$ cat config.mk
export PLATFORM = sky130hd
export DESIGN_NAME = channel_ctl
export DESIGN_NICKNAME = d
export VERILOG_FILES = /design/src/rtl/pkg_neopixel.sv /design/src/rtl/channel_ctl.sv
export SDC_FILE = /design/constraint.sdc
export NUM_CORES = 1
export LEC_CHECK = 0
export BUFFER_PORTS_ARGS = -buffer_cell sky130_fd_sc_hd__buf_4
export CORE_ASPECT_RATIO = 1.4
export CORE_MARGIN = 2
export CORE_UTILIZATION = 40
export DETAILED_ROUTE_END_ITERATION = 6
export HOLD_SLACK_MARGIN = 0.03
export PLACE_DENSITY = 0.68
export SYNTH_ARGS = -nofsm -noshare
export SYNTH_HDL_FRONTEND = slang
export SYNTH_SLANG_ARGS = --single-unit
$ cat constraint.sdc
create_clock -name clk_i -period 2.04 [get_ports clk_i]
set_clock_uncertainty 0.05 [all_clocks]
set_input_delay 0.204 -clock clk_i [delete_from_list [all_inputs] [get_ports clk_i]]
set_output_delay 0.204 -clock clk_i [all_outputs]
set_load 0.01 [all_outputs]
$ cat src/rtl/pkg_neopixel.sv
`default_nettype none
// ============================================================================
//  Package  : pkg_neopixel
//  Brief    : Shared state type, command codes and sizes for the NeoPixel
//             controller SPI command/data decoder.
//  Revision : 1.0  initial release
// ============================================================================
package pkg_neopixel;

  typedef enum logic [1:0] {
    IDLE = 2'd0,
    CONF = 2'd1,
    ADDR = 2'd2,
    DATA = 2'd3
  } state_e;

  localparam logic [7:0] CONF_WR   = 8'h2A;
  localparam logic [7:0] ADDR_WR   = 8'h2B;
  localparam logic [7:0] DATA_WR   = 8'h2C;
  localparam int         CONF_REGS = 6;
  localparam int         CHAN_NUM  = 16;

  function automatic state_e cmd_to_state(input logic [7:0] cmd);
    case (cmd)
      CONF_WR: return CONF;
      ADDR_WR: return ADDR;
      DATA_WR: return DATA;
      default: return IDLE;
    endcase
  endfunction

endpackage
`default_nettype wire

$ cat src/rtl/channel_ctl.sv
`default_nettype none
// ============================================================================
//  Module   : channel_ctl
//  Brief    : Turns the SPI command/payload byte stream into regfile write
//             strobes and per-channel LED RAM byte-lane write strobes.
//  Revision : 1.0  initial release
// ============================================================================
module channel_ctl
  import pkg_neopixel::*;
(
  input  logic                clk_i,
  input  logic                rst_n_i,
  input  logic                dc_i,
  input  logic                spi_byte_vld_i,
  input  logic [7:0]          spi_byte_data_i,
  input  logic [7:0]          reg_chan_len_i,
  input  logic [3:0]          reg_chan_cnt_i,
  output logic                reg_wr_en_o,
  output logic [2:0]          reg_wr_addr_o,
  output logic [CHAN_NUM-1:0] ram_wr_en_o,
  output logic                ram_wr_done_o,
  output logic [7:0]          ram_wr_addr_o,
  output logic [3:0]          ram_wr_byte_en_o
);

  state_e      state_q;
  logic [2:0]  conf_idx_q;
  logic [3:0]  chan_q;
  logic [7:0]  led_q;
  logic [1:0]  col_q;
  logic        full_q;
  logic        done_q;
  logic        done_d;

  logic w_pay, w_cmd, w_last_led, w_last_chan;
  logic w_conf_wr, w_addr_wr, w_data_wr, w_led_step;

  // Payload is masked by reset so strobes stay low while reset is held.
  assign w_pay       = rst_n_i & spi_byte_vld_i & dc_i;
  assign w_cmd       = spi_byte_vld_i & ~dc_i;
  assign w_last_led  = (led_q == reg_chan_len_i);
  assign w_last_chan = (chan_q == reg_chan_cnt_i);

  assign w_conf_wr  = w_pay && (state_q == CONF) && (conf_idx_q < 3'(CONF_REGS));
  assign w_addr_wr  = w_pay && (state_q == ADDR) && !full_q;
  assign w_data_wr  = w_pay && (state_q == DATA) && !full_q;
  assign w_led_step = w_addr_wr || (w_data_wr && (col_q == 2'd2));
  assign done_d     = w_data_wr && (col_q == 2'd2) && w_last_led && w_last_chan;

  always_comb begin
    ram_wr_byte_en_o = 4'b0000;
    if (w_addr_wr)      ram_wr_byte_en_o = 4'b1000;
    else if (w_data_wr) ram_wr_byte_en_o = 4'b0001 << col_q;
  end

  assign reg_wr_en_o   = w_conf_wr;
  assign reg_wr_addr_o = conf_idx_q;
  assign ram_wr_en_o   = (w_addr_wr || w_data_wr) ? (CHAN_NUM'(1) << chan_q) : '0;
  assign ram_wr_addr_o = led_q;
  assign ram_wr_done_o = done_q;

  always_ff @(posedge clk_i) begin
    if (!rst_n_i) begin
      state_q    <= IDLE;
      conf_idx_q <= 3'd0;
      chan_q     <= 4'd0;
      led_q      <= 8'd0;
      col_q      <= 2'd0;
      full_q     <= 1'b0;
      done_q     <= 1'b0;
    end else begin
      done_q <= done_d;
      if (w_cmd) begin
        state_q    <= cmd_to_state(spi_byte_data_i);
        conf_idx_q <= 3'd0;
        chan_q     <= 4'd0;
        led_q      <= 8'd0;
        col_q      <= 2'd0;
        full_q     <= 1'b0;
      end else begin
        if (w_conf_wr) conf_idx_q <= conf_idx_q + 3'd1;
        if (w_data_wr) col_q <= (col_q == 2'd2) ? 2'd0 : col_q + 2'd1;
        // Channel-major walk; the last LED of the last channel freezes the stream.
        if (w_led_step) begin
          if (w_last_led) begin
            led_q <= 8'd0;
            if (w_last_chan) full_q <= 1'b1;
            else             chan_q <= chan_q + 4'd1;
          end else begin
            led_q <= led_q + 8'd1;
          end
        end
      end
    end
  end

endmodule
`default_nettype wire

==> results of run 1 <==
-- metrics by stage --
stage / setup WS (ns) / cell area, sq um / instances
after floorplan: 0.253 / 1380 / 173
after global placement: 0.219 / 1870 / 269
after detailed placement: 0.187 / 1870 / 269
after CTS: 0.191 / 1920 / 273
after global routing: 0.00817 / 1940 / 274
final: 0.156 / 1940 / 274
-- worst max-delay path, cell delays in order (launching register included) --
cell,delay [ns]
dfxtp_1,0.35
nand2b_1,0.25
a211o_1,0.43
or4_1,0.49
a21oi_1,0.16
a31o_2,0.11
-- timing repair --
action	4_1_cts	5_1_grt
buffers inserted	0	1
resized for setup	0	2
hold buffers	0	0
endpoints found under the setup margin	0	1
-- cell families after synthesis --
group                    share of synthesized area [%]
AO/OA/AOI/OAI                                     10.6
XOR/XNOR                                          9.51
adder cells (fa/ha/maj)                           7.25
buffers and inverters                             3.08
flip-flops                                        30.4
multiplexers                                      1.45
AND/OR/NAND/NOR                                   37.7
-- routing by layer --
| metal | vias to the layer above | wire length [um] | track usage [%] | part of all wire (%) |
|---|---|---|---|---|
| met5 | - | 0 | 0 | 0 |
| met4 | 0 | 100 | 9.40 | 2.8 |
| met3 | 9 | 209 | 2.24 | 5.8 |
| met2 | 60 | 1860 | 34.1 | 51 |
| met1 | 648 | 1440 | 23.0 | 40 |
| li1 | 731 | - | - | - |
-- sequential cells by signal, indices dropped and copies added (netlist names) --
signal	flops
col_q	2
chan_q	4
full_q	1
ram_wr_addr_o	8
ram_wr_done_o	1
state_q	2
reg_wr_addr_o	3
-- cell type report --
cell class | instances | area (sq um)
tap | 40 | 50.0
inverter | 5 | 18.8
fill | 317 | 1410
sequential | 21 | 420
multi-input combinational | 141 | 935
timing repair buffer | 63 | 473
clock buffer | 4 | 45.0
-- worst min path at each step --
| stage | endpoint | slack (ns) | depth (start not counted) |
|---|---|---|---|
| after detailed placement | state_q[1] | 0.41 | 2 |
| after floorplan | state_q[1] | 0.28 | 1 |
| after global placement | state_q[0] | 0.41 | 2 |
| after global routing | state_q[1] | 0.14 | 2 |
| after CTS | state_q[1] | 0.14 | 2 |
| final | state_q[1] | 0.14 | 2 |
-- synthesized netlist by cell type, types with 2 or more instances --
cell      instances  share of area [%]
nand2_1          14                3.8
nor4_1            2               0.91
xnor2_1           6                3.8
ha_1              8                7.2
nand3b_1          2                1.1
and2_1            5                2.3
a21oi_1          13                4.7
nor2_1           14                3.8
nand4_1           2               0.91
nor2b_1           3                1.4
nand2b_1          3                1.4
inv_1             5                1.4
xor2_1            9                5.7
o21ai_0           5                1.8
and3_1           15                6.8
mux2i_1           2                1.4
clkbuf_1          5                1.4
nor3_1            3                1.1
nor4_2            2                1.8
a31o_2            3                1.9
dfxtp_1          21                 30
nand3_1          15                5.4
nand4b_1          2                1.3
or4_1             3                1.6
-- power by group through the flow --
| stage | Clock, mW | Sequential [mW] | Combinational (mW) |
|---|---|---|---|
| final | 0.280 | 0.410 | 0.0795 |
| after global routing | 0.304 | 0.410 | 0.0868 |
| after CTS | 0.284 | 0.410 | 0.0767 |
| after detailed placement | 0 | 0.419 | 0.0764 |
| after global placement | 0 | 0.419 | 0.0751 |
| after floorplan | 0 | 0.419 | 0.0307 |
-- cell usage in the layout, fill, tap and decap left out, drive strengths merged --
cell	netlist	routed
buf	1	63
dfxtp	21	21
and3	15	15
nand3	15	15
nor2	14	14
nand2	14	14
a21oi	13	13
xor2	9	9
ha	8	8
xnor2	6	6
and2	6	6
inv	5	5
o21ai	5	5
clkbuf	5	4
nor4	4	4
nor2b	3	3
nand2b	3	3
nor3	3	3
or4	3	3
a31o	3	3
nand4	3	3
nand3b	2	2
nand4b	2	2
mux2i	2	2
a211o	1	1
or2	1	1
and3b	1	1
a211oi	1	1
or3	1	1
nor3b	1	1
nor4b	1	1
a2bb2oi	1	1
==> results.tsv, run 1 <==
metric	value	unit
status	finished, final reports clean	
Tcrit/Tclk final	92.3	%
total vias in the final route	1448	
Die Span X	53.7	um
RSZ-0062 raised after global routing	no	
Hold WC Path Type	input port to flop	
Final Hold Viols	0	
Final setup viols	0	
Skew-Pair Late Insertion Delay	0.26	ns
hpwl dp	2820	um
Die Ht	73.5	um
CP Data Arrival Time	2.05	ns
synth unique cells	35	
first-pass GRT wire length	5780	um
cell area after synthesis	0.00138	sq mm
Pwr Total	769	uW
drt first pass iters	4	
layout cell share with drive strength beyond 1	32.1	%
vias in the first global route	1311	
Rel. slew slack	65.4	%
post-DR wirelength/cell	13.2	um
Required @ worst endpoint	2.20	ns
Lkg Pwr	0.911	nW
Routability Congestion	0.770	
Flop pwr share	53.3	%
PwrDens	396	mW/mm^2
setup slack, reg-to-reg	0.16	ns
syn_area_per_cell	7.98	sq um
Worst setup endpoint	ram_wr_addr_o[4]	
Mapped Cells	173	
Max-cap violations	0	
All-Layer GR Usage	19.6	%
Initial Utilization	41.3	%
largest net degree at the start of global routing	16	
nature of the critical path endpoint	flop	
switching part of the total power	23.0	%
reg2reg start	col_q[0]	
Worst-Margin Slew	0.519	ns
fin. max-slew vios	0	
Worst R2R End	ram_wr_addr_o[4]	
share of flip-flops with an asynchronous set or reset	0	%
total die area	0.00395	sq mm
Num CTS Buffers	3	
CTS tree	built	
Fmax	531	MHz
Comb power frac	10.3	%
vias per inst	5.28	
Psw	177	uW
#FFs+latches synth	21	
H-Tree Level Count	1	
Area Growth Syn to Fin	40.6	%
internal power	592	uW
crit path time final	1.88	ns
smallest hold slack	0.143	ns
Hold Startpoint	rst_n_i	
GR Overflow Total	0	
startpoint types	flop	
syn nets	205	
Ant. Diodes	0	
Clock Pin Slew Worst Setup and Hold Paths	0.08	ns
Clock Path Buffers	2	
ys flop type	dfxtp_1	
wirelength, routed	3610	um
antenna violations before repair	0	
register area share after synthesis	30.4	%
clock share of power	36.4	%
peak supply drop	258	uV
final core utilization	58.0	%
Post-synth EDFFs	0	
I/O Buffers	56	
r2r worst-path depth	5	
post-route setup TNS	0	ns
Clock Root Buffer	clkbuf_8	
1st-iter DRT viols	32	
CP max FO	7	
core box area	0.00335	sq mm
crit path launch	col_q[0]	
Rows	25	
DRC viols	0	
post-route ant nets	0	
worst setup path class	flop to flop	
I/O Pins	57	
# nets final	267	
YS warnings	0	
clock net sink count	21	
Note: power is estimated with default switching activity, not from simulation.
==> run 2: changes to the inputs <==
--- a/config.mk
+++ b/config.mk
@@ -5,13 +5,14 @@
 export SDC_FILE = /design/constraint.sdc
 export NUM_CORES = 1
 export LEC_CHECK = 0
+export ABC_AREA = 1
 export BUFFER_PORTS_ARGS = -buffer_cell sky130_fd_sc_hd__buf_4
 export CORE_ASPECT_RATIO = 1.4
 export CORE_MARGIN = 2
 export CORE_UTILIZATION = 40
 export DETAILED_ROUTE_END_ITERATION = 6
 export HOLD_SLACK_MARGIN = 0.03
-export PLACE_DENSITY = 0.68
+export PLACE_DENSITY = 0.67
 export SYNTH_ARGS = -nofsm -noshare
 export SYNTH_HDL_FRONTEND = slang
 export SYNTH_SLANG_ARGS = --single-unit
==> results.tsv, run 2 <==
metric	value	unit	change
crit path time final	1.69	ns	was 1.88 ns
GR Overflow Total	0		unchanged
Final Hold Viols	0		unchanged
# fillers	383		was 317
fin. max-slew vios	0		unchanged
1st-iter DRT viols	50		was 32
RSZ-0062 raised after global routing	no		unchanged
final instance area	0.00200	sq mm	was 0.00194 sq mm
syn nets	273		was 205
postcts setup bufs	0		unchanged
most common cell after layout, fill and taps aside	nand2_1		was buf_4
status	finished, final reports clean		unchanged
Slowest cell on crit path	dfxtp_1		was or4_1
Ant. Diodes	0		unchanged
cell area after synthesis	0.00151	sq mm	was 0.00138 sq mm
synth top area cells	dfxtp_1 28%, nand2_1 15%, nor2_1 11%		was dfxtp_1 30%, ha_1 7.2%, and3_1 6.8%
# nets final	332		was 267
syn_area_per_cell	6.26	sq um	was 7.98 sq um
I/O Pins	57		unchanged
Rows	26		was 25
most frequent cell after synthesis	nand2_1		was dfxtp_1
Required @ worst endpoint	1.79	ns	was 2.20 ns
Final setup viols	0		unchanged
PwrDens	387	mW/mm^2	was 396 mW/mm^2
Max-cap violations	0		unchanged
CTS tree	built		unchanged
Rel. slew slack	66.4	%	was 65.4%
total vias in the final route	1575		was 1448
post-synth top area cell	dfxtp_1		unchanged
I/O Buffers	56		unchanged
Initial Utilization	41.4	%	was 41.3%
CP Data Arrival Time	1.43	ns	was 2.05 ns
PostCTS Resize Cnt	0		unchanged
Clock Path Buffers	2		unchanged
Clock Pin Slew Worst Setup and Hold Paths	0.07	ns	was 0.08 ns
Fmax	593	MHz	was 531 MHz
CP peak stage delay	0.33	ns	was 0.49 ns
H-Tree Level Count	1		unchanged
nature of the critical path endpoint	primary output		was flop
layout cell share with drive strength beyond 1	27.4	%	was 32.1%
worst-path cell chain	inv_2 > nor2_2 > nand2_1 > inv_2 > nand2_1 > nor3_1 > buf_4		was nand2b_1 > a211o_1 > or4_1 > a21oi_1 > a31o_2
total die area	0.00428	sq mm	was 0.00395 sq mm
post-route setup TNS	0	ns	unchanged
#FFs+latches synth	21		unchanged
hpwl dp	2680	um	was 2820 um
YS warnings	0		unchanged
Skew-Pair Late Insertion Delay	0.25	ns	was 0.26 ns
clock net sink count	21		unchanged
register area share after synthesis	27.9	%	was 30.4%
peak supply drop	449	uV	was 258 uV
core box area	0.00364	sq mm	was 0.00335 sq mm
Die Span X	55.9	um	was 53.7 um
share of flip-flops with an asynchronous set or reset	0	%	unchanged
Post-synth EDFFs	0		unchanged
Pwr Total	775	uW	was 769 uW
max reg flops	8		unchanged
antenna violations before repair	0		unchanged
Tcrit/Tclk final	82.7	%	was 92.3%
Area Growth Syn to Fin	32.8	%	was 40.6%
All-Layer GR Usage	15.3	%	was 19.6%
first-pass GRT wire length	5550	um	was 5780 um
Post-synth top cells	61 x nand2_1, 45 x nor2_1, 37 x inv_1		was 21 x dfxtp_1, 15 x and3_1, 15 x nand3_1
Mapped Cells	241		was 173
synth unique cells	25		was 35
most frequent cells in the layout	61 x nand2_1, 56 x buf_4, 45 x nor2_1		was 63 x buf_4, 21 x dfxtp_1, 15 x and3_1, 15 x nand3_1
post-route ant nets	0		unchanged
Num CTS Buffers	3		unchanged
DP Area	0.00196	sq mm	was 0.00187 sq mm
largest net degree at the start of global routing	15		was 16
Hold WC Path Type	input port to flop		unchanged
Clock Root Buffer	clkbuf_8		unchanged
Lkg Pwr	1.02	nW	was 0.911 nW
vias in the first global route	1329		was 1311
vias per inst	4.62		was 5.28
Die Ht	76.6	um	was 73.5 um
startpoint types	flop		unchanged
DRC viols	0		unchanged
Routability Congestion	0.763		was 0.770
wirelength, routed	3260	um	was 3610 um
hold buffer count at CTS	0		unchanged
post-synth top area share	27.9	%	was 30.4%
Worst-Margin Slew	0.496	ns	was 0.519 ns
CP max FO	8		was 7
worst setup path class	flop to primary output		was flop to flop
ys flop type	dfxtp_1		unchanged
post-DR wirelength/cell	9.57	um	was 13.2 um
drt first pass iters	4		unchanged
==> run 2: cell count changes after synthesis, moves of 6 or more <==
cell     change
inv_1       +32
nand3_1      -6
xnor2_1      -6
nor2_1      +31
nand2_1     +47
and3_1      -15
inv_2        +8
==> run 2: where the power goes <==
part	internal, mW	total, mW	switching, mW
registers	0.413	0.415	0.00261
logic	0.0477	0.0946	0.0469
clock network	0.136	0.265	0.129
==> run 2: path summary, 6_finish.rpt <==
kind | start | endpoint | slack [ns] | cells past startpoint
min | spi_byte_data_i[0] | state_q[1] | 0.26 | 5
max | state_q[1] | ram_wr_en_o[2] | 0.35 | 7
max reg2reg | ram_wr_addr_o[0] | ram_wr_addr_o[6] | 0.55 | 11
min reg2reg | full_q | full_q | 0.43 | 2
==> run 2: worst max-delay path: cells and delay by family (launching register included) <==
family | cells | cell delay (ns)
buffers and inverters | 3 | 0.29
DFF | 1 | 0.33
and+or+nand+nor | 4 | 0.57
==> run 2: area by class of cell <==
| class | instances | area [sq um] | share of cell area, % |
|---|---|---|---|
| multi-input cells | 173 | 893 | 44.6 |
| flip-flops and latches | 21 | 420 | 21.0 |
| repair buffers | 56 | 420 | 21.0 |
| inverters | 45 | 169 | 8.44 |
| well taps | 42 | 52.6 | 2.63 |
| clock buffers | 3 | 41.3 | 2.06 |
| clock inverters | 1 | 5.00 | 0.250 |
==> run 2: cell families (layout without fill, tap and decap cells) <==
family / count (synthesis) / count (layout) / share of synthesized area [%]
AOI/OAI and AO/OA: 17 / 17 / 6.06
xor gates and xnor gates: 6 / 6 / 3.49
adders and majority gates: 8 / 8 / 6.64
buffers and inverters: 47 / 105 / 12.9
DFF: 21 / 21 / 27.9
and+or+nand+nor: 142 / 142 / 43.1
==> run 2: per-layer routing <==
| layer | vias to the layer above | share of wire [%] | track usage, % |
|---|---|---|---|
| li1 | 858 | - | - |
| met5 | - | 0 | 0 |
| met4 | 0 | 0.58 | 2.86 |
| met3 | 2 | 4.1 | 2.38 |
| met2 | 32 | 51 | 27.5 |
| met1 | 683 | 44 | 19.3 |
==> run 2: through the flow <==
stage | std cells | hold WS, ns | setup slack [ns] | util (%)
5_1_grt | 341 | 0.287 | 0.220 | 54.9
3_5_place_dp | 337 | 0.406 | 0.558 | 53.7
6_report | 341 | 0.260 | 0.353 | 54.9
4_1_cts | 341 | 0.260 | 0.312 | 54.9
3_3_place_gp | 337 | 0.406 | 0.588 | 53.7
2_1_floorplan | 241 | 0.392 | 0.678 | -
